File: src/rtl/pong_match_ctrl_if.sv
// Pong match controller bus: player/game-core inputs and match status outputs.
// master drives start/pause/miss1/miss2; slave (the controller) drives the rest.
interface pong_match_ctrl_if;
    logic       start;
    logic       pause;
    logic       miss1;
    logic       miss2;
    logic       game_en;
    logic       ball_serve;
    logic       serve_dir;
    logic [3:0] score1;
    logic [3:0] score2;
    logic [1:0] winner;
    logic [2:0] state;

    modport master (
        output start, pause, miss1, miss2,
        input  game_en, ball_serve, serve_dir,
        input  score1, score2, winner, state
    );

    modport slave (
        input  start, pause, miss1, miss2,
        output game_en, ball_serve, serve_dir,
        output score1, score2, winner, state
    );
endinterface

File: src/rtl/pong_match_ctrl.sv
// Pong match sequencer: serve delay, play tick divider, scoring, win detect.
// Ports: clk, reset (sync, active-high), bus (slave): start/pause/miss in, status out.
module pong_match_ctrl #(
    parameter int SERVE_DELAY = 64,
    parameter int TICK_DIV    = 4,
    parameter int WIN_SCORE   = 7
) (
    input  logic clk,
    input  logic reset,
    pong_match_ctrl_if.slave bus
);

    typedef enum logic [2:0] {
        IDLE  = 3'd0,
        SERVE = 3'd1,
        PLAY  = 3'd2,
        POINT = 3'd3,
        OVER  = 3'd4
    } state_t;

    localparam logic [7:0] SERVE_LAST = 8'(SERVE_DELAY - 1);
    localparam logic [7:0] DIV_LAST   = 8'(TICK_DIV - 1);
    localparam logic [3:0] WIN        = 4'(WIN_SCORE);

    state_t     st;
    logic [7:0] cnt;
    logic [7:0] div;
    logic [7:0] div_nxt;
    logic       game_en_q;
    logic       ball_serve_q;
    logic       serve_dir_q;
    logic [3:0] score1_q;
    logic [3:0] score2_q;
    logic [1:0] winner_q;

    // game_en is registered against the divider value it will hold next,
    // so the pulse lines up with the cycle where div == TICK_DIV-1.
    assign div_nxt = (div == DIV_LAST) ? 8'd0 : div + 8'd1;

    always_ff @(posedge clk) begin
        if (reset) begin
            st           <= IDLE;
            cnt          <= '0;
            div          <= '0;
            game_en_q    <= 1'b0;
            ball_serve_q <= 1'b0;
            serve_dir_q  <= 1'b0;
            score1_q     <= '0;
            score2_q     <= '0;
            winner_q     <= '0;
        end else begin
            game_en_q    <= 1'b0;
            ball_serve_q <= 1'b0;
            unique case (st)
                IDLE, OVER: begin
                    if (bus.start) begin
                        st           <= SERVE;
                        cnt          <= '0;
                        ball_serve_q <= 1'b1;
                        score1_q     <= '0;
                        score2_q     <= '0;
                        winner_q     <= '0;
                        serve_dir_q  <= 1'b0;
                    end
                end
                SERVE: begin
                    if (cnt == SERVE_LAST) begin
                        st        <= PLAY;
                        cnt       <= '0;
                        div       <= '0;
                        game_en_q <= (DIV_LAST == 8'd0);
                    end else begin
                        cnt <= cnt + 8'd1;
                    end
                end
                PLAY: begin
                    if (bus.pause) begin
                        div <= div;
                    end else if (bus.miss1 && bus.miss2) begin
                        st <= POINT;
                    end else if (bus.miss1) begin
                        score2_q    <= score2_q + 4'd1;
                        serve_dir_q <= 1'b0;
                        st          <= POINT;
                    end else if (bus.miss2) begin
                        score1_q    <= score1_q + 4'd1;
                        serve_dir_q <= 1'b1;
                        st          <= POINT;
                    end else begin
                        div       <= div_nxt;
                        game_en_q <= (div_nxt == DIV_LAST);
                    end
                end
                POINT: begin
                    if (score1_q == WIN) begin
                        winner_q <= 2'd1;
                        st       <= OVER;
                    end else if (score2_q == WIN) begin
                        winner_q <= 2'd2;
                        st       <= OVER;
                    end else begin
                        st           <= SERVE;
                        cnt          <= '0;
                        ball_serve_q <= 1'b1;
                    end
                end
                default: st <= IDLE;
            endcase
        end
    end

    assign bus.game_en    = game_en_q;
    assign bus.ball_serve = ball_serve_q;
    assign bus.serve_dir  = serve_dir_q;
    assign bus.score1     = score1_q;
    assign bus.score2     = score2_q;
    assign bus.winner     = winner_q;
    assign bus.state      = st;

endmodule

File: src/flat_wrapper.sv
// flat-port wrapper written by rule: the top's interface ports become plain ports
module pong_match_ctrl_flat 
#(
    parameter int SERVE_DELAY = 64,
    parameter int TICK_DIV    = 4,
    parameter int WIN_SCORE   = 7
)
  (clk, reset, bus_start, bus_pause, bus_miss1, bus_miss2, bus_game_en, bus_ball_serve, bus_serve_dir, bus_score1, bus_score2, bus_winner, bus_state);
  pong_match_ctrl_if bus_i ();
  input  logic clk;
  input  logic reset;
  input wire logic [$bits(bus_i.start)-1:0] bus_start;
  input wire logic [$bits(bus_i.pause)-1:0] bus_pause;
  input wire logic [$bits(bus_i.miss1)-1:0] bus_miss1;
  input wire logic [$bits(bus_i.miss2)-1:0] bus_miss2;
  output wire logic [$bits(bus_i.game_en)-1:0] bus_game_en;
  output wire logic [$bits(bus_i.ball_serve)-1:0] bus_ball_serve;
  output wire logic [$bits(bus_i.serve_dir)-1:0] bus_serve_dir;
  output wire logic [$bits(bus_i.score1)-1:0] bus_score1;
  output wire logic [$bits(bus_i.score2)-1:0] bus_score2;
  output wire logic [$bits(bus_i.winner)-1:0] bus_winner;
  output wire logic [$bits(bus_i.state)-1:0] bus_state;
  assign bus_i.start = bus_start;
  assign bus_i.pause = bus_pause;
  assign bus_i.miss1 = bus_miss1;
  assign bus_i.miss2 = bus_miss2;
  assign bus_game_en = bus_i.game_en;
  assign bus_ball_serve = bus_i.ball_serve;
  assign bus_serve_dir = bus_i.serve_dir;
  assign bus_score1 = bus_i.score1;
  assign bus_score2 = bus_i.score2;
  assign bus_winner = bus_i.winner;
  assign bus_state = bus_i.state;
  pong_match_ctrl #(.SERVE_DELAY(SERVE_DELAY), .TICK_DIV(TICK_DIV), .WIN_SCORE(WIN_SCORE)) u_core (.clk(clk), .reset(reset), .bus(bus_i));
endmodule
File: config.mk
export PLATFORM = sky130hd
export DESIGN_NAME = pong_match_ctrl_flat
export DESIGN_NICKNAME = d
export VERILOG_FILES = /design/src/rtl/pong_match_ctrl_if.sv /design/src/rtl/pong_match_ctrl.sv /design/src/flat_wrapper.sv
export SDC_FILE = /design/constraint.sdc
export NUM_CORES = 1
export LEC_CHECK = 0
export ABC_AREA = 1
export BUFFER_PORTS_ARGS = -buffer_cell sky130_fd_sc_hd__buf_4
export CAP_MARGIN = 20
export CORE_MARGIN = 5
export CORE_UTILIZATION = 65
export CTS_BUF_LIST = sky130_fd_sc_hd__clkbuf_4
export DETAILED_ROUTE_END_ITERATION = 10
export GPL_TIMING_DRIVEN = 0
export PLACE_DENSITY = 0.85
export SYNTH_ARGS = -nofsm -noshare
export SYNTH_HDL_FRONTEND = slang
export SYNTH_SLANG_ARGS = --single-unit
File: constraint.sdc
create_clock -name clk -period 2.8 [get_ports clk]
set_clock_uncertainty 0.15 [all_clocks]
set_input_delay 0.14 -clock clk [delete_from_list [all_inputs] [get_ports clk]]
set_output_delay 0.14 -clock clk [all_outputs]
set_load 0.01 [all_outputs]
Yosys cells after proc, flatten, opt, wreduce, memory -nomap -nowiden --
Index checks and enable logic that the tools add are counted.
Word-level totals: register bits after elaboration 32, input port bits 6, output and inout port bits 16, word-level logic and storage cells 96
Cells by class: add/subtract/negate cells 4, equality and inequality tests 22, mux-type cells 45, bitwise operators 1, reductions and logical operators 15
Operator list (count):
- 8-bit two-way mux | 10
- 4-bit two-way mux | 8
- 3-bit two-way mux | 8
- 8-bit one-hot mux with 3 select lines | 1
- 2-bit != test, second input constant | 9
- 8-bit by 1-bit adder with 8-bit output, second input constant | 2
- 8-bit by 2-bit equality test with 1-bit output, second input constant | 2
- 4-bit one-hot mux with 2 select lines | 2
- 8-bit one-hot mux with 2 select lines | 1
- 3-bit one-hot mux with 4 select lines | 1
- 6-bit AND reduction | 2
- 5-bit AND reduction | 2
- 4-bit by 1-bit adder with 4-bit output, second input constant | 2
- 4-bit by 3-bit equality test with 1-bit output, second input constant | 2
- 8-bit by 6-bit equality test with 1-bit output, second input constant | 1
- 1-bit two-way mux | 8
- 4-bit AND reduction | 2
- 3-bit by 2-bit equality test with 1-bit output, second input constant | 2
- 2-bit two-way mux | 3
- 2-bit nonzero test | 3
- 6-bit OR reduction | 1
- 4-bit by 3-bit != test with 1-bit output, second input constant | 1
- 1-bit one-hot mux with 2 select lines | 2
- 2-bit one-hot mux with 2 select lines | 1
- 11 further kinds | 11

Longest topological paths before layout --
Gate-level depths: netlist of run 1.
word-level depth 7, depth in mapped cells 9

Least setup slack after synthesis of run 1 --
Ideal clock, no wire load.
path type register to register, start point reg u_core.score1_q[0] (netlist: u_core.bus.score1[0]), end point reg u_core.cnt[0], data arrival time 1331 ps, data required time 2580 ps, setup slack 1250 ps, stages on the path, launching flop included 8, buffers on the path 0, clock period less this slack 1550 ps, cell sequence dfxtp_1 ha_1 nand3_1 nand2_1 nand2_1 nand2_4 or2_1 a21oi_1
On the way: longest elaborated chain between the ends 3
Ends and longest elaborated chain:
- start, declared | line pong_match_ctrl.sv:32 | logic [3:0] score1_q;
- start signal, assigned | line pong_match_ctrl.sv:86 | score1_q <= score1_q + 4'd1;
- 4-bit by 3-bit equality test with 1-bit output | line pong_match_ctrl.sv:95 | if (score1_q == WIN) begin
- 2-bit != test (no source line)
- 4-bit AND reduction (no source line)
- end signal, assigned | line pong_match_ctrl.sv:73 | cnt <= cnt + 8'd1;
- end, declared | line pong_match_ctrl.sv:26 | logic [7:0] cnt;
No other way between the ends. A chain may end at the register's enable or synchronous reset.

Worst setup path in the final report of run 1 --
start point reg u_core.cnt[0], end point reg u_core.div[4]
On the way: longest elaborated chain between the ends 3
Ends and longest elaborated chain:
- 8-bit by 6-bit equality test with 1-bit output | line pong_match_ctrl.sv:67 | if (cnt == SERVE_LAST) begin
- 2-bit by 1-bit != test with 1-bit output (no source line)
- 6-bit AND reduction (no source line)
- end signal, assigned | line pong_match_ctrl.sv:78 | div <= div;
- end signal, assigned | line pong_match_ctrl.sv:90 | div <= div_nxt;
- end, declared | line pong_match_ctrl.sv:27 | logic [7:0] div;
No other way between the ends.

==> results of run 1 <==
## cells in the mapped netlist
cell type	count	area share (%)
nand2_4	1	0.60
nor2_2	1	0.33
nand3_1	32	8.5
nand4_1	8	2.6
nand3b_2	1	0.60
o21ai_0	4	1.1
inv_1	33	6.5
nand2_2	3	0.99
o21ai_4	1	0.86
nand2_1	90	18
o21ai_1	1	0.26
nand3_2	1	0.53
or2_2	2	0.66
xor2_1	2	0.93
ha_1	5	3.3
a21oi_1	25	6.6
nor2_1	46	9.1
and2_1	1	0.33
or2_1	1	0.33
dfxtp_1	32	34
buf_6	2	1.2
xnor2_1	2	0.93
nor2_4	2	1.2
clkbuf_1	4	0.79
## routing by layer
metal	global-route usage, %	up-vias	share of wire, %
met5	0	-	0
met4	12.5	0	2.4
met2	34.2	35	46
met3	4.55	10	4.4
met1	27.0	817	47
li1	-	1009	-
## worst reg2reg max path: cells and delay by family (launching register included)
family	cells	cell delay [ps]
AND/OR/NAND/NOR	7	830
flip-flops	1	400
adder cells (fa/ha/maj)	1	190
buffers and inverters	1	140
## flip-flops by register name, indices dropped and copies added, names as in the netlist
register	cells
u_core.bus.state	3
u_core.bus.serve_dir	1
u_core.div	8
u_core.bus.ball_serve	1
u_core.bus.score2	4
u_core.cnt	8
u_core.bus.game_en	1
u_core.bus.winner	2
u_core.bus.score1	4
## cell families after synthesis
| group | count (synthesis) | share of synthesized area [%] |
|---|---|---|
| and+or+nand+nor | 189 | 43.7 |
| buffers and inverters | 39 | 8.53 |
| DFF | 32 | 33.9 |
| AOI/OAI and AO/OA | 31 | 8.80 |
| adders and majority gates | 5 | 3.31 |
| xor gates and xnor gates | 4 | 1.85 |
## area by class of cell
type | count | area, sq um
Buffer | 6 | 37.5
Clock buffer | 5 | 37.5
Timing Repair Buffer | 20 | 150
Sequential cell | 32 | 641
Tap cell | 31 | 38.8
Multi-Input combinational cell | 229 | 1090
Inverter | 33 | 124
Fill cell | 245 | 663
## worst min path at each step
stage	from	end	slack, ps	depth (start not counted)
3_3_place_gp	u_core.bus.serve_dir	u_core.bus.serve_dir	280	2
4_1_cts	bus_pause	u_core.bus.game_en	10	6
6_report	bus_pause	u_core.bus.game_en	20	6
5_1_grt	bus_pause	u_core.bus.game_en	40	6
2_1_floorplan	bus_start	u_core.bus.ball_serve	220	2
3_5_place_dp	u_core.bus.serve_dir	u_core.bus.serve_dir	310	2
## stage by stage
| stage | instances | worst slack (ps) | hold slack [ps] |
|---|---|---|---|
| 2_1_floorplan | 300 | 1250 | 222 |
| 3_3_place_gp | 351 | 1090 | 282 |
| 3_5_place_dp | 351 | 1070 | 308 |
| 4_1_cts | 356 | 1050 | 14.7 |
| 5_1_grt | 356 | 853 | 38.9 |
| 6_report | 356 | 989 | 18.4 |
## power breakdown
part | internal (mW) | leakage [nW] | switching [mW]
combinational | 0.0312 | 0.708 | 0.0572
sequential | 0.463 | 0.259 | 0.00818
clock | 0.0836 | 0.0230 | 0.143
total | 0.578 | 0.990 | 0.208
==> reports/results.tsv, run 1 <==
stage	metric	value	unit
worst_setup_path	worstPathArrival	1900	ps
die	num_rows	19	
power_and_ir_drop	p_per_area	371	mW/mm^2
timing	slew_viol_final	0	
worst_setup_path	worst_setup_path_end_kind	flip-flop	
die	io_pins	22	
placement	place_congestion	0.879	
detailed_routing	wl_per_cell	11.5	um
worst_setup_path	worstPathRequired	2890	ps
detailed_routing	viasPerCell	5.26	
worst_setup_path	start_kind	flip-flop	
cts	cts_resized	0	
worst_setup_path	worst-path-max-fanout	10	
worst_setup_path	setup.worst_path.end	u_core.div[4]	
global_routing	grt_pass1_wl	7200	um
timing	hold_violations	0	
worst_setup_path	crit_path_cell_trace	ha_1 -> nand2_1 -> nor2_1 -> nand3_1 -> nand2_2 -> buf_6 -> nand3_1 -> nand2_1 -> nor2_1	
die	die_area	0.00409	sq mm
cts	cts.clk_slew.worst_paths	90	ps
job	drv_cap	0	
worst_setup_path	crit_type	reg2reg	
worst_setup_path	slowest_stage	dfxtp_1	
yosys	synth_warnings	0	
worst_setup_path	startpoint	u_core.cnt[0]	
finish	final_common_cell	nand2_1	
worst_setup_path	critPathBufInv	1	
finish	drive_gt1_share	12.0	%
power_and_ir_drop	irDropWorstVdd	0.354	mV
yosys	syn_nets	311	
detailed_routing	drt_first_pass_iters	4	
detailed_routing	ant_nets	0	
timing	rsz0062_at_grt	false	
finish	fin_area	0.00212	sq mm
run_status	status	completed	
detailed_routing	drt_iter0_drc	112	
timing	max_freq	0.552	GHz
placement	numPortBuffers	20	
die	core	0.00278	sq mm
cts	tritoncts	yes	
die	die_h	64.0	um
yosys	synthCells	300	
cts	cts_setup_buffers	0	
finish	antenna_cells	0	
global_routing	grt_pass1_vias	1681	
global_routing	grt.total_usage	21.6	%
timing	period_share	64.7	%
finish	utilization	76.2	%
yosys	netlist_area	0.00189	sq mm
power_and_ir_drop	power	786	uW
timing	finalSetupTns	0	ps
global_routing	overflow	0	
cts	clockBufferDepth	2	
hold_path	hp-class	in2reg	
cts	cts-htree-levels	2	
finish	syn_to_final_growth	12.0	%
cts	insertion_delay	340	ps
placement	dpl-instance-area	0.00208	sq mm
detailed_routing	routed_wl	4090	um
yosys	ys_seq_area_share	33.9	%
placement	dp_hpwl	3050	um
worst_setup_path	rrSetupSlack	990	ps
worst_setup_path	rr_worst_depth	9	
cts	clock-sinks	32	
die	start_util	68.0	%
timing	tightest_slew	478	ps
finish	layout_common_cells	90 x nand2_1, 46 x nor2_1, 33 x inv_1	
worst_setup_path	slowest_delay	400	ps
worst_setup_path	crit_cells	9	
timing	setup_violations	0	
worst_setup_path	rr_endpoint	u_core.div[4]	
timing	max_slew_margin	68.1	%
die	die_w	64.0	um
worst_setup_path	path_delay_family	simple AND/OR/NAND/NOR gates	
global_routing	antenna_found_initial	0	
yosys	synth_seq_cells	32	
power_and_ir_drop	p_leak	0.990	nW
cts	ctsHoldBuffers	0	
global_routing	grt_max_degree	11	
cts	cts_root_buffer	clkbuf_4	
detailed_routing	drc	0	
yosys	ys_types	24	
cts	cts_buffers	5	
timing	fin_crit	1810	ps
finish	nNetsFinal	338	
worst_setup_path	timing.rr.start	u_core.cnt[0]	
yosys	synth.avg_cell_area	6.31	sq um
detailed_routing	via_count	1871	
No activity file was read; power rests on OpenSTA's default activity.
==> run 2: changes to the inputs <==
CORE_UTILIZATION = 60   (was 65)
PLACE_DENSITY = 0.79   (was 0.85)
clock period = 1.9 ns   (was 2.8 ns; I/O delays follow)
==> reports/results.tsv, run 2 (synthesis gave the netlist of run 1 again) <==
stage	metric	value	unit	change
die	core	0.00303	sq mm	+8.9%
detailed_routing	ant_nets	0		unchanged
die	die_w	66.2	um	+3.4%
power_and_ir_drop	p_per_area	563	mW/mm^2	+52%
run_status	status	completed		
die	start_util	62.5	%	-5.5 points
timing	slew_viol_final	0		unchanged
finish	nFillCells	286		+17%
timing	max_slew_margin	67.2	%	-0.96 points
worst_setup_path	rrSetupSlack	190	ps	-800 ps
placement	dp_hpwl	3100	um	+1.9%
detailed_routing	drc	0		unchanged
finish	nNetsFinal	338		unchanged
worst_setup_path	timing.rr.start	u_core.bus.score1[0]		
worst_setup_path	rr_endpoint	u_core.cnt[0]		
cts	insertion_delay	320	ps	-20 ps
power_and_ir_drop	power	1.21	mW	+54%
cts	clockBufferDepth	2		unchanged
worst_setup_path	startpoint	u_core.bus.score1[0]		
detailed_routing	via_count	1873		+0.11%
cts	cts_root_buffer	clkbuf_4		
finish	antenna_cells	0		unchanged
worst_setup_path	setup.worst_path.end	u_core.cnt[0]		
global_routing	antenna_found_initial	0		unchanged
job	drv_cap	0		unchanged
die	num_rows	20		+1
worst_setup_path	crit_type	reg2reg		
placement	place_congestion	0.857		-2.5%
worst_setup_path	critPathBufInv	0		-1
die	die_h	66.2	um	+3.4%
worst_setup_path	rr_worst_depth	7		-2
cts	cts_buffers	5		unchanged
finish	layout_common_cells	90 x nand2_1, 45 x nor2_1, 33 x inv_1		
global_routing	grt_pass1_wl	6980	um	-3.0%
global_routing	overflow	0		unchanged
timing	setup_violations	0		unchanged
timing	rsz0062_at_grt	false		
cts	cts-htree-levels	2		unchanged
finish	drive_gt1_share	12.8	%	+0.80 points
cts	cts.clk_slew.worst_paths	90	ps	about the same
hold_path	worstHoldPathCells	6		unchanged
timing	hold_violations	0		unchanged
hold_path	hp-class	in2reg		
cts	cts_setup_buffers	0		unchanged
finish	top_regs	u_core.cnt (8), u_core.div (8)		
power_and_ir_drop	p_leak	1.00	nW	+1.1%
detailed_routing	routed_wl	4060	um	-0.59%
global_routing	grt_pass1_vias	1707		+1.5%
timing	finalSetupTns	0	ps	unchanged
die	die_area	0.00438	sq mm	+7.0%
global_routing	grt_max_degree	11		unchanged
timing	max_freq	0.584	GHz	+5.7%
cts	tritoncts	yes		
die	io_pins	22		unchanged
timing	tightest_slew	493	ps	+14.4 ps
detailed_routing	drt_first_pass_iters	4		unchanged
worst_setup_path	slowest_stage	dfxtp_1		
placement	numPortBuffers	20		unchanged
cts	clock-sinks	32		unchanged
worst_setup_path	path_delay_family	simple AND/OR/NAND/NOR gates		
detailed_routing	wl_per_cell	10.9	um	-4.9%
worst_setup_path	worst-path-max-fanout	8		-2
timing	fin_crit	1710	ps	-98.1 ps
worst_setup_path	worstPathRequired	2000	ps	-890 ps
worst_setup_path	crit_cells	7		-2
worst_setup_path	slowest_delay	360	ps	-40 ps
power_and_ir_drop	irDropWorstVdd	0.497	mV	+40%
detailed_routing	viasPerCell	5.03		-4.2%
worst_setup_path	worst_setup_path_end_kind	flip-flop		
global_routing	grt.total_usage	20.2	%	-1.4 points
worst_setup_path	start_kind	flip-flop		
timing	period_share	90.2	%	+25 points
finish	final_common_cell	nand2_1		
worst_setup_path	crit_path_cell_trace	ha_1 -> nand3_1 -> nand2_1 -> nand2_1 -> nand2_4 -> or2_1 -> a21oi_1		
finish	syn_to_final_growth	14.0	%	
detailed_routing	drt_iter0_drc	124		+11%
worst_setup_path	cpMostUsedCell	nand2_1		
worst_setup_path	worstPathArrival	1810	ps	-90 ps
-- run 2: cell types whose count changed in the layout (fill, tap and decap cells not counted), sizes merged --
cell,before,now
clkbuf,9,11
clkinv,0,1
-- run 2: per-stage QoR --
step	setup WS (ps)	cells	hold slack [ps]	cell area, sq um	utilization [%]
CTS	148	372	3.35	2150	71.1
floorplan	350	300	177	1890	-
global route	38.9	372	16.8	2160	71.2
detailed placement	152	364	294	2100	69.3
finish	187	372	8.18	2160	71.2
global placement	178	364	284	2100	69.3
-- run 2: routing by layer --
metal	wire length (um)	vias up	GRT usage, %	share of wire, %
met5	0	-	0	0
met4	37	0	7.11	0.91
met3	154	4	4.76	3.8
met2	1940	28	35.2	48
met1	1930	834	24.1	47
li1	-	1007	-	-
-- run 2: cell type report --
type / count / area, sq um / share of cell area, %
well taps: 44 / 55.1 / 2.55
clock buffers: 7 / 52.6 / 2.44
plain buffers: 6 / 37.5 / 1.74
inverters: 33 / 124 / 5.75
multi-input cells: 229 / 1090 / 50.7
flip-flops and latches: 32 / 641 / 29.7
repair buffers: 20 / 150 / 6.96
clock inverters: 1 / 3.75 / 0.174
-- run 2: power breakdown --
group          internal, mW  switching, mW
clock network         0.171          0.220
logic                0.0460         0.0823
registers             0.682         0.0119
-- run 2: how the worst min path moves through the flow --
stage                         startpoint                    end  slack, ps
floorplan                      bus_start  u_core.bus.ball_serve        180
global placement    u_core.bus.serve_dir   u_core.bus.serve_dir        280
detailed placement  u_core.bus.serve_dir   u_core.bus.serve_dir        290
CTS                            bus_pause     u_core.bus.game_en          3
global route                   bus_start  u_core.bus.ball_serve         20
finish                         bus_pause     u_core.bus.game_en          8
-- run 2: worst min-delay path: cells and delay by family --
kind / cells / cell delay (ps)
buf+inv: 1 / 110
simple gates: 5 / 240
-- run 2: what timing repair did --
action	4_1_cts	5_1_grt
hold buffers	0	0
gates resized for setup	0	1
hold endpoints to repair	0	0
setup endpoints to repair	0	2
